## config.mk

```make
export PLATFORM = sky130hd
export DESIGN_NAME = ss_rob_retire
export DESIGN_NICKNAME = d
export VERILOG_FILES = /design/src/rtl/ss_rob_retire.sv
export SDC_FILE = /design/constraint.sdc
export NUM_CORES = 2
export LEC_CHECK = 0
export ABC_CLOCK_PERIOD_IN_PS = 11700
export BUFFER_PORTS_ARGS = -buffer_cell sky130_fd_sc_hd__buf_2
export CORE_ASPECT_RATIO = 2
export CORE_MARGIN = 8
export CORE_UTILIZATION = 53
export CTS_CLUSTER_SIZE = 40
export DETAILED_ROUTE_END_ITERATION = 12
export HOLD_SLACK_MARGIN = 0.02
export PLACE_DENSITY = 0.7
export SLEW_MARGIN = 20
export SYNTH_ARGS = -nofsm -noshare
export SYNTH_HDL_FRONTEND = slang
export SYNTH_SLANG_ARGS = --single-unit
export TNS_END_PERCENT = 50
```

## constraint.sdc

```tcl
create_clock -name clock -period 11.7 [get_ports clock]
set_input_delay 0.585 -clock clock [delete_from_list [all_inputs] [get_ports clock]]
set_output_delay 0.585 -clock clock [all_outputs]
set_load 0.01 [all_outputs]
```

## src/rtl/ss_rob_retire.sv

```systemverilog
// In-order reorder buffer: all-or-nothing group dispatch, CDB completion, in-order
// retirement of up to WIDTH entries per cycle, rollback on a retiring mispredict.
// Optional retirement counter: define ROB_PERF_CNT_EN.
`ifndef WIDTH
`define WIDTH 2
`endif
`ifndef RF_SIZE
`define RF_SIZE 32
`endif
`ifndef PRF_SIZE
`define PRF_SIZE 64
`endif

module ss_rob_retire #(
  parameter int ROB_SIZE = 32,
  localparam int W  = `WIDTH,
  localparam int IW = $clog2(ROB_SIZE),
  localparam int RW = $clog2(`RF_SIZE),
  localparam int PW = $clog2(`PRF_SIZE)
) (
  input  logic          clock,
  input  logic          reset,
  input  logic [W-1:0]    dispatch_en,
  input  logic [W-1:0]    dispatch_has_dest,
  input  logic [W*RW-1:0] dispatch_dest,
  input  logic [W*PW-1:0] dispatch_tag,
  input  logic [W*PW-1:0] dispatch_told,
  output logic [W*IW-1:0] dispatch_idx,
  output logic [IW:0]     free_slots,
  input  logic [W-1:0]    complete_en,
  input  logic [W*IW-1:0] complete_idx,
  input  logic [W-1:0]    complete_mispredict,
  output logic [W-1:0]    retire_valid,
  output logic [W-1:0]    retire_en,
  output logic [W*RW-1:0] retire_dest,
  output logic [W*PW-1:0] P_value,
  output logic [W*PW-1:0] retire_told,
  output logic            rollback
`ifdef ROB_PERF_CNT_EN
  ,
  output logic [31:0]     retired_count
`endif
);

  localparam logic [IW:0] SIZE_V = (IW+1)'(ROB_SIZE);

  logic [IW-1:0]       head, tail;
  logic [IW:0]         count;
  logic [ROB_SIZE-1:0] ent_valid, ent_complete, ent_mp, ent_hd;
  logic [RW-1:0]       ent_dest [ROB_SIZE];
  logic [PW-1:0]       ent_tag  [ROB_SIZE];
  logic [PW-1:0]       ent_told [ROB_SIZE];

  logic [IW-1:0] ridx [W];
  logic [IW:0]   n_disp, n_ret;
  logic          accept, blocked;

  assign free_slots = SIZE_V - count;

  // Admission uses pre-retire occupancy, so same-cycle retires never make room.
  always_comb begin
    n_disp = '0;
    dispatch_idx = '0;
    for (int h = 0; h < W; h++) begin
      n_disp = n_disp + {{IW{1'b0}}, dispatch_en[h]};
      dispatch_idx[h*IW +: IW] = tail + IW'(h);
    end
    accept = (n_disp <= free_slots);
  end

  // A lane retires only if every older lane retired and none of them was a mispredict.
  always_comb begin
    retire_valid = '0;
    retire_en    = '0;
    retire_dest  = '0;
    P_value      = '0;
    retire_told  = '0;
    rollback     = 1'b0;
    n_ret        = '0;
    blocked      = 1'b0;
    for (int h = 0; h < W; h++) begin
      ridx[h] = head + IW'(h);
      if (!blocked && ent_valid[ridx[h]] && ent_complete[ridx[h]]) begin
        retire_valid[h]          = 1'b1;
        retire_en[h]             = ent_hd[ridx[h]];
        retire_dest[h*RW +: RW]  = ent_dest[ridx[h]];
        P_value[h*PW +: PW]      = ent_tag[ridx[h]];
        retire_told[h*PW +: PW]  = ent_told[ridx[h]];
        n_ret = n_ret + 1'b1;
        if (ent_mp[ridx[h]]) begin
          rollback = 1'b1;
          blocked  = 1'b1;
        end
      end else begin
        blocked = 1'b1;
      end
    end
  end

  always_ff @(posedge clock) begin
    if (reset || rollback) begin
      head         <= '0;
      tail         <= '0;
      count        <= '0;
      ent_valid    <= '0;
      ent_complete <= '0;
      ent_mp       <= '0;
    end else begin
      for (int c = 0; c < W; c++) begin
        if (complete_en[c] && ent_valid[complete_idx[c*IW +: IW]]) begin
          ent_complete[complete_idx[c*IW +: IW]] <= 1'b1;
          ent_mp[complete_idx[c*IW +: IW]]       <= complete_mispredict[c];
        end
      end
      for (int h = 0; h < W; h++) begin
        if (retire_valid[h]) begin
          ent_valid[ridx[h]]    <= 1'b0;
          ent_complete[ridx[h]] <= 1'b0;
        end
      end
      if (accept) begin
        for (int h = 0; h < W; h++) begin
          if ((IW+1)'(h) < n_disp) begin
            ent_valid[tail + IW'(h)]    <= 1'b1;
            ent_complete[tail + IW'(h)] <= 1'b0;
            ent_mp[tail + IW'(h)]       <= 1'b0;
            ent_hd[tail + IW'(h)]       <= dispatch_has_dest[h];
            ent_dest[tail + IW'(h)]     <= dispatch_dest[h*RW +: RW];
            ent_tag[tail + IW'(h)]      <= dispatch_tag[h*PW +: PW];
            ent_told[tail + IW'(h)]     <= dispatch_told[h*PW +: PW];
          end
        end
      end
      head  <= head + n_ret[IW-1:0];
      tail  <= tail + (accept ? n_disp[IW-1:0] : '0);
      count <= count + (accept ? n_disp : '0) - n_ret;
    end
  end

`ifdef ROB_PERF_CNT_EN
  always_ff @(posedge clock) begin
    if (reset) retired_count <= '0;
    else       retired_count <= retired_count + 32'(n_ret);
  end
`endif

endmodule

```

== Word level (Yosys, flattened, before mapping) ==
Memory sizes are Yosys's and may differ from the RTL's. A register that Yosys moved wholly into a read port is not among the register bits.
Cells that the tools add are included.

* Bits in writable memories: 544
* Memories kept: 3
* Flip-flop bits (word level): 144
* Input port bits: 54
* Output and inout port bits: 55
* Logic and storage cells: 166

* Add/sub/neg operators: 9
* Bitwise logic cells: 17
* Magnitude comparators: 15
* Muxes and demuxes: 101
* Reductions and logical operators: 14

{| class="wikitable"
|+ Memories
! name !! depth !! width !! read ports !! clocked after memory_dff !! write ports !! line !! source
|-
| ent_tag || 32 || 6 || 2 || 1 || 2 || 51 || <nowiki>logic [PW-1:0] ent_tag [ROB_SIZE];</nowiki>
|-
| ent_told || 32 || 6 || 2 || 1 || 2 || 52 || <nowiki>logic [PW-1:0] ent_told [ROB_SIZE];</nowiki>
|-
| ent_dest || 32 || 5 || 2 || 1 || 2 || 50 || <nowiki>logic [RW-1:0] ent_dest [ROB_SIZE];</nowiki>
|}

{| class="wikitable"
|+ Operators by type and width
! operator !! number
|-
| two-way mux 32 bit || 35
|-
| AND 32 bit || 8
|-
| bitwise mux 32 bit || 4
|-
| NOT 32 bit || 4
|-
| OR 32 bit || 4
|-
| binary-select mux 1 bit (select 5 bit) || 10
|-
| less-than comparator 5 x 6 -> 1 bit (second input constant) || 6
|-
| two-way mux 1 bit || 34
|-
| demux 1 bit (select 5 bit) || 6
|-
| >= comparator 5 x 1 -> 1 bit (second input constant) || 6
|-
| two-way mux 6 bit || 5
|-
| two-way mux 5 bit || 5
|-
| logical AND 1 bit || 11
|-
| adder 5 x 1 -> 5 bit (second input constant) || 2
|-
| adder 6 x 1 -> 6 bit (second input constant) || 1
|-
| adder 6 x 2 -> 6 bit || 1
|-
| less-or-equal comparator 2 x 6 -> 1 bit || 1
|-
| subtractor 6 bit || 1
|-
| subtractor 6 bit (first input constant) || 1
|-
| adder 5 x 2 -> 5 bit || 1
|-
| adder 5 bit || 1
|-
| less-than comparator 1 x 2 -> 1 bit (first input constant) || 2
|-
| two-way mux 2 bit || 2
|-
| adder 1 x 1 -> 2 bit || 1
|-
| 4 further kinds || 4
|}

== Logic depth before layout (Yosys ltp) ==
* Word-level depth: 26
* Depth in mapped cells: 30
* Mapped depth without buffers: 21

== Worst setup path after synthesis ==
No wires, ideal clock.

* Path kind: reg-to-reg
* Start: register head[1]
* End: register ent_hd[0] (enable)
* Required time: 11.279 ns
* Slack: 4.612 ns
* Path buffers: 14
* Arrival: 6.667 ns
* Clock period less this slack: 7.088 ns
* Stages on the path, launching flop included: 22
* Setup time: 0.421 ns
* Cells stage by stage: dfxtp_1 -> buf_2 -> buf_2 -> buf_2 -> buf_2 -> buf_2 -> buf_2 -> buf_1 -> inv_1 -> ha_1 -> buf_4 -> buf_6 -> buf_2 -> mux4_2 -> o221ai_1 -> o31ai_4 -> buf_6 -> a21o_1 -> buf_4 -> buf_4 -> buf_4 -> nor2_1

* Cells in the longest elaborated chain, start to end: 11
* Elaborated cells on any way between the ends: 25
* Those cells by class: 1 x add/sub; 17 x mux; 1 x bitwise; 6 x reduce/logical

{| class="wikitable"
|+ RTL lines
! item !! line !! source
|-
| from (decl) || 47 || <nowiki>logic [IW-1:0] head, tail;</nowiki>
|-
| from (signal assigned) || 134 || <nowiki>head <= head + n_ret[IW-1:0];</nowiki>
|-
| branches (longest 7 deep; another with adder 5 x 1 -> 5 bit) || - ||
|-
| two-way mux 1 bit (*) || 83 || <nowiki>if (!blocked && ent_valid[ridx[h]] && ent_complete[ridx[h]]) begin</nowiki>
|-
| logical OR 1 bit (*) || 101 || <nowiki>if (reset || rollback) begin</nowiki>
|-
| NOT 1 bit (no line) (*) || - ||
|-
| AND reduction 2 bit (no line) (*) || - ||
|-
| to (signal, indexed assignment) || 127 || <nowiki>ent_hd[tail + IW'(h)] <= dispatch_has_dest[h];</nowiki>
|-
| to (decl) || 49 || <nowiki>logic [ROB_SIZE-1:0] ent_valid, ent_complete, ent_mp, ent_hd;</nowiki>
|}

Every way passes the cells marked *. The select of a mux whose other input is x is not followed.
A chain may end at the register's enable or synchronous reset.

== Final worst setup path ==
* Start: register head[0]
* End: register count[5]

* Cells in the longest elaborated chain, start to end: 9
* Elaborated cells on any way between the ends: 27
* Those cells by class: 3 x add/sub; 19 x mux; 5 x reduce/logical

{| class="wikitable"
|+ RTL lines
! item !! line !! source
|-
| branches (longest 9 deep; another with adder 6 x 1 -> 6 bit) || - ||
|-
| to (signal assigned) || 136 || <nowiki>count <= count + (accept ? n_disp : '0) - n_ret;</nowiki>
|-
| to (decl) || 48 || <nowiki>logic [IW:0] count;</nowiki>
|}

Several ways; the timed one is not identified. The select of a mux whose other input is x is not followed.

==> summary.md <==
| Metric | Value |
|---|---|
| Most frequent cells after synthesis | edfxtp_1 (576), mux4_2 (329), mux2_2 (291), nor2_1 (254), nand2_1 (220) |
| RR Endpoint | count[5] |
| Crit-path max FO | 44 |
| Core Rows | 150 |
| Total grt overflow | 0 |
| Peak Freq | ~130 MHz |
| Synth warn | 0 |
| Final hold violations | 0 |
| Peak supply drop | about 0.00014 V |
| Layout cells sized above 1 | 0.364 |
| Worst reg2reg path startpoint | head[0] |
| Post-Route Skew | around 0.026 ns |
| Final Setup Violations | 0 |
| ANT nets after route | 0 |
| Clock buffer depth | 3 |
| Hold Path Class | input pin to flip-flop |
| Layout fillers | 6,593 |
| IO Pins | around 110 |
| Cell area after technology mapping | ~44,000 sq um |
| Slew margin rel. | 0.194 |
| Number of synthesized flops with an enable pin | between 500 and 600 |
| Count of different cell masters after synthesis | 87 |
| Port Buffers | around 110 |
| Dpl hpwl | between 90 and 100 mm |
| Clk Latency, worst-skew pair | ~0.66 ns |
| Root Buffer | clkbuf_16 |
| Hold EP | ent_mp[10] |
| Crit path from | head[0] |
| Top post-synthesis cells by area | edfxtp_1 (39%), mux4_2 (17%), mux2_2 (7.4%) |
| Area delta synth->final | 7.75% |
| Data arrival time of the worst path | a little over 8 ns |
| Total of max-cap violations | 0 |
| Num CTS Buffers | 67 |
| Gr usage total | 0.304 |
| Worst hold start | complete_idx[7] |
| Worst-margin pin slew | ~1.2 ns |
| Most frequent cell after synthesis | edfxtp_1 |
| Hold Path Depth | 5 |
| Antenna violations before repair | 0 |
| Primary FF master, synth | edfxtp_1 |
| Placed cell area | between 40,000 and 50,000 sq um |
| Outcome | completed |
| Post_cts resized | 0 |
| Die area | 93,600 sq um |
| Fin area | 47,700 sq um |
| Core Util, Final | 0.574 |
| Area leader, netlist | edfxtp_1 |
| Final worst path period share | 0.653 |
| Register Area | 19,500 sq um |
| Net count, final | 3,335 |
| Leak | roughly 15 nW |
| Via count | ~31,000 |
| DR WL/cell | approximately 33 um |
| Reg clk slew, reported paths | approximately 0.070 ns |
| Power Dens Cells | between 100 and 150 nW/um^2 |
| H-Tree Depth | 3 |
| Pins Over Slew Limit | 0 |
| Total core area | between 80,000 and 90,000 sq um |
| Hold-fix buffers, CTS | 0 |
| RSZ-0062 raised after global routing | no |
| First-pass GRT wire length | approximately 210 mm |
| Synth async-reset ratio | 0 |
| Worst reg-to-reg setup slack | around 4.1 ns |
| Largest net degree at the start of global routing | approximately 130 |
| Worst Setup Path Type | flip-flop to flip-flop |
| Average size of a mapped cell | approximately 13 sq um |
| Detailed Route WL | roughly 140 mm |
| Starting Density | 0.533 |
| Vias in the first global route | ~31,000 |
| Width of the die | 220 um |
| GPL Wtd Cong | around 0.97 |
| DRT iter0 DRCs | 4,418 |
| CTS tree | yes |
| Multi-input gate area | roughly 23,000 sq um |
| Post-synth top area share | 0.391 |
| Sink Count | 688 |
| Sequential cell area fraction in the yosys report | 0.441 |
| Mapped Nets | ~3,400 |
| Chip Height | between 400 and 500 um |
| Worst Setup End Kind | flip-flop |
| 1st-pass router iterations | 6 |
| DR vias/cell | about 7 |
| Worst endpoint required time | around 12 ns |
| Setup TNS Final | 0 ns |
| Yosys reg bits | about 690 |
| Worst reg2reg path depth | 21 |
| Crit path launch type | flip-flop |
| Min Clock Period, post-route | roughly 7.6 ns |
| DRC viols | 0 |
| Post-CTS setup buffers | 0 |
| Post-Synthesis Cells | about 3,300 |
metrics by stage:
stage          setup slack, ns  hold WS, ns  power, W  cells
2_1_floorplan             4.61        0.485   0.00340   3307
3_3_place_gp              4.22        0.551   0.00365   4237
3_5_place_dp              4.02        0.557   0.00367   4238
4_1_cts                   4.01        0.530   0.00588   4362
5_1_grt                   3.66        0.582   0.00604   4365
6_report                  4.06        0.565   0.00588   4366
logic make-up (layout without fill, tap and decap cells):
kind of cell | Yosys count | count (layout) | share of synthesized area
AOI/OAI and AO/OA | 452 | 452 | 0.0789
xor gates and xnor gates | 20 | 20 | 0.00412
adders and majority gates | 35 | 35 | 0.0106
buffers and inverters | 396 | 390 | 0.0419
DFF | 688 | 688 | 0.441
muxes | 995 | 995 | 0.348
other | 0 | 1 | 0
and+or+nand+nor | 721 | 721 | 0.0758
report_power, final:
part	total [W]	leakage (nW)	internal [W]	switching, W
clock	0.00224	1.08	0.00122	0.00102
combinational	0.000803	8.16	0.000315	0.000488
sequential	0.00284	6.12	0.00276	0.0000757
state kept, by name (all words and copies together) (netlist names):
register / flops
ent_tag: 192
ent_told: 192
ent_dest: 160
ent_complete: 32
ent_hd: 32
ent_mp: 32
ent_valid: 32
count: 6
head: 5
tail: 5
metal layers:
layer  share of wire  track usage  vias to the layer above
li1                -            -                    12895
met1            0.37        0.407                    15927
met2            0.47        0.475                     2188
met3            0.11       0.0614                      418
met4           0.050        0.133                        0
met5               0            0                        -
worst max path at each step:
stage	endpoint	slack, ns	depth (start not counted)
floorplan	ent_hd[0]	4.61	21
CTS	ent_hd[19]	4.01	12
global placement	ent_hd[28]	4.22	12
global route	count[5]	3.66	21
finish	count[5]	4.06	21
detailed placement	ent_hd[30]	4.02	12
layout by cell type (no fill, tap or decap), types with 54 or more instances in the layout:
master     instances
edfxtp_1         576
nor3_1            54
mux2_1           121
o21ai_0           89
buf_4             98
o22ai_1          120
mux2_4           160
buf_2            108
mux4_2           329
mux2i_1           94
clkbuf_16         67
nand2_1          220
mux2_2           291
a21oi_1           78
nor2_1           220
dfxtp_1          109
layout make-up:
type	count	area share
clock buffers	77	0.0366
repair buffers	212	0.0289
clock inverters	47	0.00967
multi-input cells	2223	0.483
well taps	1064	0.0279
inverters	54	0.00430
flip-flops and latches	688	0.410
diodes	1	0.0000524
critical path: stages, from the launching register on:
cell and delay (ns):
dfxtp_4 0.66, buf_4 0.69, ha_1 0.88, or2_2 0.27
o21a_1 0.19, o22a_1 0.81, o221ai_1 0.36, or2_2 0.34
or3_2 0.77, inv_1 0.47, ha_1 0.31, fa_1 0.44
inv_1 0.11, ha_1 0.24, a21o_1 0.18, a21oi_1 0.22
nor2_1 0.07, nor2_1 0.09, nor2_1 0.04, nor2_1 0.10
xnor2_1 0.12, nor2_1 0.05
Power figures use the tool's default switching activity.
